==> src/rtl/exec_stage.sv <==
// Execute/writeback sequencer for the 12-bit core: reads operands from the
// synchronous register file, feeds the external ALU, writes back and owns {P,V,K,S,Z}.
module exec_stage #(
    parameter int RA_W   = 3,
    parameter int DATA_W = 12
) (
    input  logic              clk,
    input  logic              rst,
    input  logic              issue_valid,
    output logic              issue_ready,
    input  logic [4:0]        issue_op,
    input  logic [3:0]        issue_cond,
    input  logic              issue_pred,
    input  logic              issue_use_imm,
    input  logic [RA_W-1:0]   issue_ra,
    input  logic [RA_W-1:0]   issue_rb,
    input  logic [RA_W-1:0]   issue_rd,
    input  logic [DATA_W-1:0] issue_imm,
    output logic [RA_W-1:0]   rf_raddr,
    input  logic [DATA_W-1:0] rf_rdata,
    output logic              rf_we,
    output logic [RA_W-1:0]   rf_waddr,
    output logic [DATA_W-1:0] rf_wdata,
    output logic [DATA_W-1:0] alu_a,
    output logic [DATA_W-1:0] alu_b,
    output logic [4:0]        alu_op,
    output logic [4:0]        alu_flg_in,
    input  logic [DATA_W-1:0] alu_q,
    input  logic [4:0]        alu_flg,
    output logic [4:0]        flags,
    output logic              done,
    output logic              skipped
);

    localparam int F_P = 4;
    localparam int F_V = 3;
    localparam int F_K = 2;
    localparam int F_S = 1;
    localparam int F_Z = 0;

    typedef enum logic [2:0] {
        S_IDLE,
        S_RDA,
        S_RDB,
        S_EXE,
        S_WB
    } state_e;

    state_e              state_q, state_d;
    logic [4:0]          op_q, op_d;
    logic [3:0]          cond_q, cond_d;
    logic                use_imm_q, use_imm_d;
    logic [RA_W-1:0]     ra_q, ra_d;
    logic [RA_W-1:0]     rb_q, rb_d;
    logic [RA_W-1:0]     rd_q, rd_d;
    logic [DATA_W-1:0]   imm_q, imm_d;
    logic [DATA_W-1:0]   a_q, a_d;
    logic [DATA_W-1:0]   b_q, b_d;
    logic                skip_q, skip_d;
    logic [4:0]          flags_q, flags_d;
    logic [RA_W-1:0]     waddr_q, waddr_d;
    logic [DATA_W-1:0]   wdata_q, wdata_d;
    logic                accept;

    // Condition is evaluated on the flags as they stood before the test op.
    function automatic logic cond_eval(input logic [3:0] cond, input logic [4:0] f);
        logic t;
        t = 1'b0;
        case (cond[2:0])
            3'd0: t = 1'b1;
            3'd1: t = f[F_Z];
            3'd2: t = f[F_S];
            3'd3: t = f[F_K];
            3'd4: t = f[F_V];
            3'd5: t = f[F_S] ^ f[F_V];
            3'd6: t = f[F_Z] | (f[F_S] ^ f[F_V]);
            3'd7: t = f[F_K] | f[F_Z];
            default: t = 1'b0;
        endcase
        return t ^ cond[3];
    endfunction

    assign accept = issue_valid & issue_ready;

    // NOTE: sequential state uses non-blocking assignments so every register
    // samples the pre-edge value of its peers, independent of block ordering.
    always_ff @(posedge clk) begin
        if (rst) begin
            state_q <= S_IDLE;
        end else begin
            state_q <= state_d;
        end
    end

    always_comb begin
        state_d = state_q;
        unique case (state_q)
            S_IDLE: if (accept) state_d = (issue_pred && !flags_q[F_P]) ? S_WB : S_RDA;
            S_RDA:  state_d = S_RDB;
            S_RDB:  state_d = S_EXE;
            S_EXE:  state_d = S_WB;
            S_WB:   state_d = S_IDLE;
            default: state_d = S_IDLE;
        endcase
    end

    always_comb begin
        issue_ready = (state_q == S_IDLE);
        done        = (state_q == S_WB);
        skipped     = (state_q == S_WB) && skip_q;
        rf_we       = (state_q == S_WB) && !skip_q && !op_q[4];
        rf_raddr    = '0;
        if (state_q == S_RDA) rf_raddr = ra_q;
        if (state_q == S_RDB) rf_raddr = rb_q;
        rf_waddr    = rf_we ? rd_q  : waddr_q;
        rf_wdata    = rf_we ? alu_q : wdata_q;
        alu_a       = a_q;
        alu_b       = b_q;
        alu_op      = op_q;
        alu_flg_in  = flags_q;
        flags       = flags_q;
    end

    // NOTE: every variable gets its hold value first so no path leaves it unassigned.
    always_comb begin
        op_d      = op_q;
        cond_d    = cond_q;
        use_imm_d = use_imm_q;
        ra_d      = ra_q;
        rb_d      = rb_q;
        rd_d      = rd_q;
        imm_d     = imm_q;
        a_d       = a_q;
        b_d       = b_q;
        skip_d    = skip_q;
        flags_d   = flags_q;
        waddr_d   = waddr_q;
        wdata_d   = wdata_q;
        if (accept) begin
            op_d      = issue_op;
            cond_d    = issue_cond;
            use_imm_d = issue_use_imm;
            ra_d      = issue_ra;
            rb_d      = issue_rb;
            rd_d      = issue_rd;
            imm_d     = issue_imm;
            skip_d    = issue_pred && !flags_q[F_P];
        end
        if (state_q == S_RDB) a_d = rf_rdata;
        if (state_q == S_EXE) b_d = use_imm_q ? imm_q : rf_rdata;
        if (state_q == S_WB && !skip_q) begin
            flags_d = op_q[4] ? {cond_eval(cond_q, flags_q), alu_flg[3:0]} : alu_flg;
        end
        if (rf_we) begin
            waddr_d = rd_q;
            wdata_d = alu_q;
        end
    end

    always_ff @(posedge clk) begin
        if (rst) begin
            op_q      <= '0;
            cond_q    <= '0;
            use_imm_q <= 1'b0;
            ra_q      <= '0;
            rb_q      <= '0;
            rd_q      <= '0;
            imm_q     <= '0;
            a_q       <= '0;
            b_q       <= '0;
            skip_q    <= 1'b0;
            flags_q   <= '0;
            waddr_q   <= '0;
            wdata_q   <= '0;
        end else begin
            op_q      <= op_d;
            cond_q    <= cond_d;
            use_imm_q <= use_imm_d;
            ra_q      <= ra_d;
            rb_q      <= rb_d;
            rd_q      <= rd_d;
            imm_q     <= imm_d;
            a_q       <= a_d;
            b_q       <= b_d;
            skip_q    <= skip_d;
            flags_q   <= flags_d;
            waddr_q   <= waddr_d;
            wdata_q   <= wdata_d;
        end
    end

endmodule

==> config.mk <==
export PLATFORM = sky130hd
export DESIGN_NAME = exec_stage
export DESIGN_NICKNAME = d
export VERILOG_FILES = /design/src/rtl/exec_stage.sv
export SDC_FILE = /design/constraint.sdc
export NUM_CORES = 1
export LEC_CHECK = 0
export CORE_ASPECT_RATIO = 1.1
export CORE_MARGIN = 5
export CORE_UTILIZATION = 47
export DETAILED_ROUTE_END_ITERATION = 10
export GPL_TIMING_DRIVEN = 1
export PLACE_DENSITY_LB_ADDON = 0.25
export REMOVE_ABC_BUFFERS = 1
export SLEW_MARGIN = 20
export SYNTH_ARGS = -nofsm -noshare
export SYNTH_HDL_FRONTEND = slang
export SYNTH_SLANG_ARGS = --single-unit
==> constraint.sdc <==
create_clock -name clk -period 4.1 [get_ports clk]
set_input_delay 0.41 -clock clk [delete_from_list [all_inputs] [get_ports clk]]
set_output_delay 0.41 -clock clk [all_outputs]
set_load 0.01 [all_outputs]
==> impl_metrics.env, run 1 <==
export IMPL_area_growth_pct=43.2
export IMPL_rsz0062_at_grt="no"
export IMPL_cp_required_ns=3.69
export IMPL_crit_slowest_cell="dfxtp_1"
export IMPL_clk_pin_slew_ns=0.08
export IMPL_clk_latency_ns=0.35
export IMPL_drt_antenna_violating_nets=0
export IMPL_cts_tree="built"
export IMPL_grt_pass1_vias=2724
export IMPL_worstPathCellList="nand3b_4 -> nor2_8 -> mux2_2 -> clkdlybuf4s50_1"
export IMPL_grt_usage_pct=18.8
export IMPL_synth_edf_count=0
export IMPL_finalPower_mw=1.83
export IMPL_synth_cell_types=40
export IMPL_clockPowerShare_pct=38.2
export IMPL_whs_ns=0.457
export IMPL_async_reset_ff_share_pct=0
export IMPL_fin_crit_ns=2.74
export IMPL_grt_antenna_before_repair=0
export IMPL_drive_above_1_share_pct=9.09
export IMPL_synth_area_um2=3280
export IMPL_cts_resized=0
export IMPL_design_area_um2=4700
export IMPL_regArea_um2=1580
export IMPL_p_seq_share_pct=46.2
export IMPL_synth_compound_area_share_pct=12.2
export IMPL_io_pins=125
export IMPL_grt_pass1_wl_mm=12.8
export IMPL_ys_ff_latch=79
export IMPL_design_core_area_um2=6930
export IMPL_cts_root_buf="clkbuf_8"
export IMPL_post_drt_wl_per_cell_um=14.6
export IMPL_start_kind="flip-flop"
export IMPL_cts_max_path_buffers=2
export IMPL_start_util_pct=47.3
export IMPL_peakVddDrop_mv=0.231
export IMPL_max_cap_viol_count=0
export IMPL_final_cells=558
export IMPL_place_hpwl_mm=5.75
export IMPL_fin_skew_ns=0.0103
export IMPL_synthFlopType="dfxtp_1"
export IMPL_place_congestion=0.767
export IMPL_final_cell_mix="clkdlybuf4s50_1 (123), nand2_1 (91), dfxtp_1 (79), a21oi_1 (45), nor2_1 (23)"
export IMPL_synth_simple_area_share_pct=22.4
export IMPL_drcViolationCount=0
export IMPL_fmax_ghz=0.365
export IMPL_first_pass_iters=4
export IMPL_setup_slack_ns=1.36
export IMPL_multiInputGateArea_um2=1510
export IMPL_vias_per_cell=4.99
export IMPL_h_tree_depth=3
export IMPL_yosysSeqAreaShare_pct=48.2
export IMPL_yosys_area_share_xor_xnor_pct=0.267
export IMPL_clock_sinks=79
export IMPL_routed_wl_mm=8.15
export IMPL_slew_violations=0
export IMPL_nets=532
export IMPL_leakage_nw=1.74
export IMPL_grt_overflow_total=0
export IMPL_die_area_um2=8750
export IMPL_n_fill_cell=556
export IMPL_syn_inst=362
export IMPL_cp_buffers_inverters=1
export IMPL_final_common_cell="clkdlybuf4s50_1"
export IMPL_p_per_area_nw_per_um2=389
export IMPL_ctsHoldBuffers=0
export IMPL_critPathCaptureType="output port"
export IMPL_finalSetupViolCount=0
export IMPL_critical_path_top_delay_family="flip-flops"
export IMPL_grt_max_degree=46
export IMPL_outcome="completed"
export IMPL_yosys_warnings=0
export IMPL_fin_tns_setup_ns=0
export IMPL_p_sw_share_pct=24.2
export IMPL_cts_buffers=9
export IMPL_crit_type="flip-flop to output port"
export IMPL_yosys_area_share_adder_pct=0.305
export IMPL_synthMuxAreaShare_pct=10.8
export IMPL_tightest_slew_ns=1.11
export IMPL_place_area_um2=4450
export IMPL_dp_slack_ns=1.70
export IMPL_cts_setup_buffers=0
export IMPL_synth_top_family_by_area="simple AND/OR/NAND/NOR gates"
export IMPL_syn_area_per_cell_um2=9.06
export IMPL_die_height_um=97.6
export IMPL_diodes=0
export IMPL_switchingPower_mw=0.443
export IMPL_worstPathArrival_ns=2.33
export IMPL_critPathMaxStageDelay_ns=0.63
export IMPL_dp_cells=542
export IMPL_max_slew_margin_pct=25.7
export IMPL_p_int_mw=1.38
export IMPL_hold_path_class="flip-flop to flip-flop"
export IMPL_utilization_pct=67.8
export IMPL_p_comb_share_pct=15.6
export IMPL_crit_fanout=16
export IMPL_vias=2783
export IMPL_hold_viol_final=0
export IMPL_rows=32
export IMPL_finalCritPeriodShare_pct=66.9
export IMPL_drt_iter0_markers=80
export IMPL_dieWidth_um=89.6
export IMPL_portBuffers=124
metal layers:
| layer | vias to the layer above | share of wire (%) | GRT usage (%) |
|---|---|---|---|
| met5 | - | 0 | 0 |
| met4 | 0 | 1.6 | 7.22 |
| met3 | 12 | 6.7 | 4.50 |
| met2 | 78 | 50 | 31.4 |
| met1 | 1281 | 41 | 22.8 |
| li1 | 1412 | - | - |
path summary, 6_finish.rpt:
path                            slack (ns)  cells after the start  startpoint          end
worst max register to register        2.08                      5  state_q[2]      rb_q[1]
worst max-delay path                  1.36                      4  state_q[2]  rf_waddr[2]
worst min-delay path                  0.46                      2    alu_a[8]     alu_a[8]
worst min register to register        0.46                      2    alu_a[8]     alu_a[8]
tightest hold or removal path: stages (launching register included):
cell and delay [ns]:
dfxtp_1 0.31, nand2_1 0.05, a21oi_1 0.05
logic make-up after synthesis:
logic type,after synthesis
fa+ha+maj,1
mux,30
flops,79
compound gates,67
simple gates,152
xor+xnor,1
buf+inv,32
flip-flops by register name, indices dropped and copies added (netlist names):
| signal | cells |
|---|---|
| state_q | 3 |
| ra_q | 3 |
| wdata_q | 12 |
| use_imm_q | 1 |
| alu_b | 12 |
| skip_q | 1 |
| alu_flg_in | 5 |
| waddr_q | 3 |
| rd_q | 3 |
| alu_a | 12 |
| cond_q | 4 |
| imm_q | 12 |
| rb_q | 3 |
| alu_op | 5 |
power groups by stage:
stage,logic [mW],registers (mW),clock network (mW)
3_3_place_gp,0.280,0.859,0
3_5_place_dp,0.286,0.862,0
6_report,0.285,0.844,0.699
4_1_cts,0.288,0.844,0.709
2_1_floorplan,0.123,0.861,0
5_1_grt,0.311,0.850,0.738
synthesized netlist by cell type, types with 3 or more instances:
cell | instances | area, um2
nor2b_1 | 11 | 68.8
and2_1 | 3 | 18.8
mux2_4 | 9 | 135
buf_4 | 6 | 45.0
mux2_2 | 6 | 67.6
a22oi_1 | 3 | 22.5
a21oi_1 | 45 | 225
nand2_1 | 91 | 342
nor2_1 | 23 | 86.3
mux2i_1 | 15 | 150
and2b_1 | 9 | 67.6
clkbuf_1 | 12 | 45.0
a211oi_1 | 13 | 97.6
dfxtp_1 | 79 | 1580
buf_2 | 9 | 45.0
layout make-up:
cell class              instances  area share (%)
flip-flops and latches         79            33.7
multi-input cells             251            32.1
repair buffers                126            26.6
clock buffers                  10            2.93
clock inverters                 6            2.29
well taps                      85            2.26
inverters                       1          0.0799
(Power assumes the default switching activity.)
==> inputs of run 2 (changes only) <==
CORE_UTILIZATION = 44   (was 47)
clock period = 2.7 ns   (was 4.1 ns; I/O delays follow)
==> impl_metrics.env, run 2 (same netlist as run 1, synthesis figures left out) <==
export IMPL_p_per_area_nw_per_um2=571
export IMPL_max_cap_viol_count=0
export IMPL_cp_required_ns=2.43
export IMPL_fin_crit_ns=2.57
export IMPL_worstPathCellList="nor2_4 -> nand3b_4 -> nor2_8 -> mux2_2 -> clkdlybuf4s50_1"
export IMPL_final_cell_mix="clkdlybuf4s50_1 (123), nand2_1 (91), dfxtp_1 (78), a21oi_1 (45), nor2_1 (23)"
export IMPL_cts_setup_buffers=0
export IMPL_grt_max_degree=43
export IMPL_utilization_pct=64.0
export IMPL_start_util_pct=44.6
export IMPL_cts_root_buf="clkbuf_8"
export IMPL_die_height_um=101
export IMPL_grt_usage_pct=17.4
export IMPL_grt_pass1_vias=2742
export IMPL_worstHoldPathCells=3
export IMPL_leakage_nw=1.75
export IMPL_portBuffers=124
export IMPL_first_pass_iters=4
export IMPL_crit_slowest_cell="clkdlybuf4s50_1"
export IMPL_fmax_ghz=0.390
export IMPL_finalCritPeriodShare_pct=95.0
export IMPL_cts_max_path_buffers=2
export IMPL_drt_iter0_markers=76
export IMPL_tightest_slew_ns=0.784
export IMPL_vias=2812
export IMPL_cts_tree="built"
export IMPL_crit_fanout=16
export IMPL_place_hpwl_mm=5.77
export IMPL_rsz0062_at_grt="no"
export IMPL_cts_buffers=9
export IMPL_finalSetupViolCount=0
export IMPL_area_growth_pct=43.5
export IMPL_hold_viol_final=0
export IMPL_final_common_cell="clkdlybuf4s50_1"
export IMPL_grt_overflow_total=0
export IMPL_max_slew_margin_pct=47.7
export IMPL_clock_sinks=79
export IMPL_peakVddDrop_mv=0.366
export IMPL_critPathMaxStageDelay_ns=0.49
export IMPL_routed_wl_mm=8.05
export IMPL_slew_violations=0
export IMPL_dieWidth_um=92.3
export IMPL_crit_type="flip-flop to output port"
export IMPL_drive_above_1_share_pct=9.85
export IMPL_outcome="completed"
export IMPL_die_area_um2=9280
export IMPL_n_fill_cell=631
export IMPL_clk_latency_ns=0.34
export IMPL_io_pins=125
export IMPL_place_congestion=0.769
export IMPL_worstPathArrival_ns=2.30
export IMPL_grt_pass1_wl_mm=12.8
export IMPL_nets=536
export IMPL_grt_antenna_before_repair=0
export IMPL_fin_tns_setup_ns=0
export IMPL_start_kind="flip-flop"
export IMPL_reg2reg_depth=5
export IMPL_drcViolationCount=0
export IMPL_clk_pin_slew_ns=0.08
export IMPL_fin_skew_ns=0.00800
export IMPL_design_core_area_um2=7350
export IMPL_post_drt_wl_per_cell_um=14.3
export IMPL_vias_per_cell=4.99
export IMPL_h_tree_depth=3
export IMPL_critPathCaptureType="output port"
export IMPL_hold_path_class="input pin to flip-flop"
export IMPL_diodes=0
export IMPL_drt_antenna_violating_nets=0
export IMPL_rows=33
run 2: cell count changes in the layout (fill, tap and decap cells not counted), sizes merged:
cell and change:
buf +4, bufinv -1, clkbuf +1
run 2: worst paths after layout:
path / from / end / slack (ns)
hold reg to reg: alu_a[7] / alu_a[7] / 0.46
setup / recovery: state_q[0] / rf_wdata[0] / 0.13
hold / removal: rst / alu_flg_in[0] / 0.44
setup reg to reg: state_q[1] / rd_q[1] / 0.91
run 2: critical path, delay by kind of cell (launching register included):
| kind | cells | cell delay (ns) |
|---|---|---|
| simple gates | 3 | 0.63 |
| flops | 1 | 0.42 |
| buf+inv | 1 | 0.49 |
| mux | 1 | 0.39 |
run 2: through the flow:
stage / instances / worst slack (ns) / hold WS (ns) / area (um2) / total power, mW
after floorplan: 331 / 1.00 / 0.339 / 3090 / 1.49
after global placement: 548 / 0.494 / 0.441 / 4480 / 1.74
after detailed placement: 548 / 0.420 / 0.446 / 4480 / 1.75
after CTS: 564 / 0.0464 / 0.432 / 4710 / 2.72
after global routing: 564 / 0.0115 / 0.439 / 4710 / 2.82
final: 564 / 0.134 / 0.441 / 4710 / 2.69
run 2: area by class of cell:
| type | count | area [um2] | area share (%) |
|---|---|---|---|
| clock buffer | 11 | 141 | 3.00 |
| clock inverter | 5 | 81.3 | 1.73 |
| inverter | 1 | 3.75 | 0.0797 |
| multi-input combinational | 251 | 1510 | 32.0 |
| sequential | 79 | 1580 | 33.6 |
| tap | 87 | 109 | 2.31 |
| timing repair buffer | 130 | 1280 | 27.2 |
run 2: layer usage:
layer / wire length [um] / GRT usage (%)
met1: 3360 / 19.5
met4: 86 / 5.14
met2: 3910 / 29.6
met3: 695 / 7.92
met5: 0 / 0
run 2: repair_timing:
action                                  4_1_cts  5_1_grt
hold buffers                                  0        0
endpoints found under the setup margin        0        9
resized for setup                             0        1
run 2: report_power, final:
part | internal (mW) | switching, mW | total (mW)
registers | 1.23 | 0.0545 | 1.28
logic | 0.246 | 0.191 | 0.437
clock network | 0.546 | 0.423 | 0.970
==> inputs of run 3 (changes only) <==
CAP_MARGIN = 25   (was default)
==> results of run 3 <==
The final DEF is identical to that of run 2; final timing and power are the same.
==> patch 1, RTL diff (settings of run 1) <==
Set the parameter `DATA_W` to 6 (it was 12).
--- a/src/rtl/exec_stage.sv
+++ b/src/rtl/exec_stage.sv
@@ -4,3 +4,3 @@
     parameter int RA_W   = 3,
-    parameter int DATA_W = 12
+    parameter int DATA_W = 6
 ) (
Interface: changed (6 resized); port bits go from 125 to 89. The function was not compared with the original's and may differ.
==> patch 1 against run 1 <==
  * Routed wire length is 34% lower
  * Total power shrank 34%
  * Area after synthesis shrank 31%
  * Cell area down 31%
  * Via count shrank 30%
  * Die area is 28% lower
  * Setup slack got worse by 0.054 ns
  * Sequential cell count down 24
  * Largest power group unchanged
==> patch 1: results (changes against run 1) <==
* R2r setup slk at 1.91 ns (-0.17 ns)
* Crit-path slowest cell: clkdlybuf4s50_1
* P_leak at 1.181 nW (-32%)
* Layout fillers at 408 (-27%)
* Global-route wire length before repair at 8728 um (-32%)
* 1st-iter DRT viols at 73 (-8.8%)
* Inverters at 4 (+3)
* Outcome: finished, final reports clean
* Top post-synthesis cells by count: nand2_1 (58), dfxtp_1 (55), nor2_1 (30)
* CP max FO at 10 (-6)
* Largest stage delay on the critical path at 0.54 ns (-0.09 ns)
* Maximum vdd ir drop at 0.2683 mV (+16%)
* Fin nets at 384 (-28%)
* Comb_multi_in at 184 (-27%)
* Cell family with the largest share of critical-path delay: simple AND/OR/NAND/NOR gates
* DP Worst Slack at 1.644 ns (-0.05310 ns)
* Mux cell area share after synthesis at 10.64% (-0.12 points)
* Non-Clock Buffer Count at 88 (-30%)
* Largest net degree at the start of global routing at 56 (+22%)
* Post-Synth XOR/XNOR Area at 0.3859% (+0.12 points)
* Routed met2 length at 2729 um (-34%)
* Crit path launch: state_q[0]
* Met3 WL at 271 um (-50%)
* Worst Clk Skew at 0.007422 ns (-0.002901 ns)
* Placed cells at 387 (-29%)
* Final-layout clock buffer total at 6 (-4)
* Seq area share at 34.07% (+0.39 points)
* Avg WL per Cell at 13.70 um (-6.2%)
* RePlAce Congestion at 0.7649 (-0.29%)
* Syn avg cell area at 8.533 um2 (-5.8%)
* Synth Area in Compound Gates at 11.14% (-1.1 points)
* Adder-cell share of the synthesized area at 0.4410% (+0.14 points)
* H-tree Lvls at 2 (-1)
* Clock Power Share at 34.2% (-4.0 points)
* Row cnt at 26 (-19%)
* CTS Buf Count at 5 (-4)
* DP Wirelength at 3786 um (-34%)
* Clk sinks at 55 (-30%)
* Non-Clock Buffer Area Fraction at 27.10% (+0.45 points)
* Critical R2R Capture: alu_flg_in[4]
* Clk tree area frac at 4.104% (-1.1 points)
* Drt total wl at 5411 um (-34%)
* Worst setup endpoint: rf_wdata[3]
* Input/output buffers at 88 (-29%)
* Vias at 1937 (-30%)
* R2r startpoint: state_q[2]
* Layout cells sized above 1 at 5.605% (-3.5 points)
* Comb pwr at 200 uW (-30%)
* Multi-input logic area at 1037 um2 (-31%)
* Clk_lat worst skew at 0.30 ns (-0.05 ns)
* Max Freq at 0.3578 GHz (-1.9%)
* Final design utilization at 69.47% (+1.7 points)
* Netlist cell types at 30 (-25%)
* Sequential fraction of the synthesis area at 48.51% (+0.29 points)
* Vias in the first global route at 1800 (-34%)
patch 1: cell families (layout without fill, tap and decap cells):
family / count (synthesis) / in the layout
simple gates: 116 / 116
flops: 55 / 55
compound gates: 43 / 43
buf+inv: 27 / 100
mux: 23 / 23
fa+ha+maj: 1 / 1
xor+xnor: 1 / 1
patch 1: worst min-delay path by stage:
stage	startpoint	to	slack (ns)	cells after the start
2_1_floorplan	rd_q[0]	rd_q[0]	0.43	2
3_3_place_gp	alu_op[2]	alu_op[2]	0.44	2
3_5_place_dp	alu_op[2]	alu_op[2]	0.45	2
4_1_cts	alu_op[2]	alu_op[2]	0.46	2
5_1_grt	alu_op[2]	alu_op[2]	0.49	2
6_report	alu_op[2]	alu_op[2]	0.46	2
patch 1: metal layers:
layer / up-vias / global-route usage, %
met1: 863 / 20.35
li1: 1021 / -
met3: 5 / 3.680
met2: 48 / 28.74
met5: - / 0
met4: 0 / 4.769
==> patch 2, RTL diff (flow settings as in run 1) <==
Made on the original files. Register the output `flags`, cleared by the reset; this adds one clock of latency there. The other outputs are not delayed to match.
--- a/src/rtl/exec_stage.sv
+++ b/src/rtl/exec_stage.sv
@@ -48,2 +48,4 @@
 
+    logic [4:0] flags_c;
+
     state_e              state_q, state_d;
@@ -120,3 +122,3 @@
         alu_flg_in  = flags_q;
-        flags       = flags_q;
+        flags_c     = flags_q;
     end
@@ -191,2 +193,10 @@
 
+    always_ff @(posedge clk) begin
+        if (rst) begin
+            flags <= '0;
+        end else begin
+            flags <= flags_c;
+        end
+    end
+
 endmodule
Function: changed (Yosys sat finds a counterexample within 10 cycles, from zero or initial values and one cycle with rst high).
==> patch 2 against run 1 <==
  * Routed wire length is essentially flat
  * Area after synthesis grew 3.0%
  * Sequential cell count grew 5
  * Fmax shrank 3.8%
  * Via count grew 1.6%
  * Total power shrank 3.4%
  * Setup slack lost 0.11 ns
  * Clock power shrank 14%
  * First-iteration DRC count grew 33%
  * Cell area grew 2.3%
  * Sequential share of layout area grew 1.3 points
  * Critical endpoint is now rf_wdata[1]
  * Largest power group unchanged
==> patch 2: results (changes against run 1) <==
* Outcome: finished, final reports clean
* Layout cells sized above 1 at 9.938% (+0.85 points)
* Fin nets at 542 (+1.9%)
* Vias per inst at 4.977 (-0.21%)
* Drt pass-1 iters at 4 (unchanged)
* Synth top area cells: dfxtp_1 (50%), nand2_1 (10%), a21oi_1 (6.7%)
* Syn avg cell area at 9.255 um2 (+2.2%)
* 1st-iter DRT viols at 106 (+33%)
* WHS Path Cells at 2 (unchanged)
* DP Worst Slack at 1.613 ns (-0.08351 ns)
* Root Driver: clkbuf_8
* Adder-cell share of the synthesized area at 0.2963% (-0.0089 points)
* Drt total wl at 8142 um (about the same)
* Netlist cell types at 40 (unchanged)
* Largest net degree at the start of global routing at 46 (unchanged)
* RePlAce Congestion at 0.7748 (+1.0%)
* Global-route wire length before repair at 13300 um (+3.6%)
* YS warnings at 0 (unchanged)
* Worst Clk Skew at 0.007838 ns (-0.002485 ns)
* Power Internal at 1.328 mW (-4.1%)
* Rel. slew slack at 37.95% (+12 points)
* Synth Area in Compound Gates at 11.30% (-0.91 points)
* Vias in the first global route at 2727 (+0.11%)
* Placed cells at 552 (+1.8%)
* Top post-synthesis cells by count: nand2_1 (91), dfxtp_1 (84), a21oi_1 (45)
* Reg clk slew, reported paths at 0.08 ns (about the same)
* Avg WL per Cell at 14.33 um (-1.8%)
* Layout fillers at 576 (+3.6%)
* Asr flop ratio synth at 0% (unchanged)
* Slew Viols, Final at 0 (unchanged)
* Post-DP Area at 4598 um2 (+3.3%)
* Post-Synth XOR/XNOR Area at 0.2593% (-0.0078 points)
* P_leak at 1.778 nW (+2.2%)
* All-Layer GR Usage at 18.22% (-0.60 points)
* DP Wirelength at 5788 um (+0.70%)
* Clock Tree Buf Depth at 2 (unchanged)
* Sequential fraction of the synthesis area at 49.78% (+1.6 points)
* CTS Buf Count at 9 (unchanged)
* Maximum vdd ir drop at 0.2199 mV (-4.6%)
* Mux cell area share after synthesis at 10.74% (-0.019 points)
==> patch 2: changes by cell type after synthesis, moves of 2 or more <==
| cell | run 1 | this run |
|---|---|---|
| buf_2 | 9 | 7 |
| and2b_1 | 9 | 3 |
| dfxtp_1 | 79 | 84 |
| nor2b_4 | 0 | 6 |
| buf_4 | 6 | 0 |
| and2b_2 | 0 | 2 |
==> patch 2: final timing paths <==
path              start           to  slack, ns
max reg2reg  state_q[2]    alu_op[4]       2.15
min reg2reg    alu_a[7]     alu_a[7]       0.45
min            alu_a[7]     alu_a[7]       0.45
max          state_q[2]  rf_wdata[1]       1.25
==> patch 2: metal layers <==
metal  GRT usage, %  vias up  part of all wire, %
li1               -     1444                    -
met1          22.32     1290                   42
met2          30.46       78                   50
met3          3.740       15                  5.4
met4          8.804        0                  2.3
met5              0        -                    0
==> patch 2: final cells by class <==
type / instances / area, um2 / share of cell area, %
well taps: 85 / 106.4 / 2.214
multi-input cells: 256 / 1558 / 32.42
repair buffers: 126 / 1251 / 26.04
flip-flops and latches: 84 / 1682 / 35.00
clock buffers: 13 / 158.9 / 3.307
inverters: 1 / 3.754 / 0.07812
clock inverters: 3 / 45.04 / 0.9375
==> patch 2: logic make-up after synthesis <==
group           after synthesis
compound gates               66
xor+xnor                      1
fa+ha+maj                     1
buf+inv                      25
flops                        84
mux                          31
simple gates                157
==> patch 2: worst max-delay path, stage by stage (launching register included) <==
cell	delay (ns)
dfxtp_1	0.60
nand3b_4	0.26
nor2_8	0.35
mux2_2	0.39
clkdlybuf4s50_1	0.49
==> patch 2: through the flow <==
step | util, % | power [mW] | hold slack (ns)
2_1_floorplan | - | 1.028 | 0.4268
3_3_place_gp | 65.63 | 1.182 | 0.4415
3_5_place_dp | 65.63 | 1.189 | 0.4467
4_1_cts | 68.54 | 1.783 | 0.4578
5_1_grt | 68.57 | 1.858 | 0.4718
6_report | 68.57 | 1.766 | 0.4550
==> patch 2: power by group through the flow <==
stage,combinational (mW),sequential (mW),clock [mW]
after floorplan,0.121,0.907,0
after global placement,0.277,0.905,0
after detailed placement,0.282,0.907,0
after CTS,0.283,0.888,0.612
after global routing,0.308,0.894,0.657
final,0.280,0.888,0.599
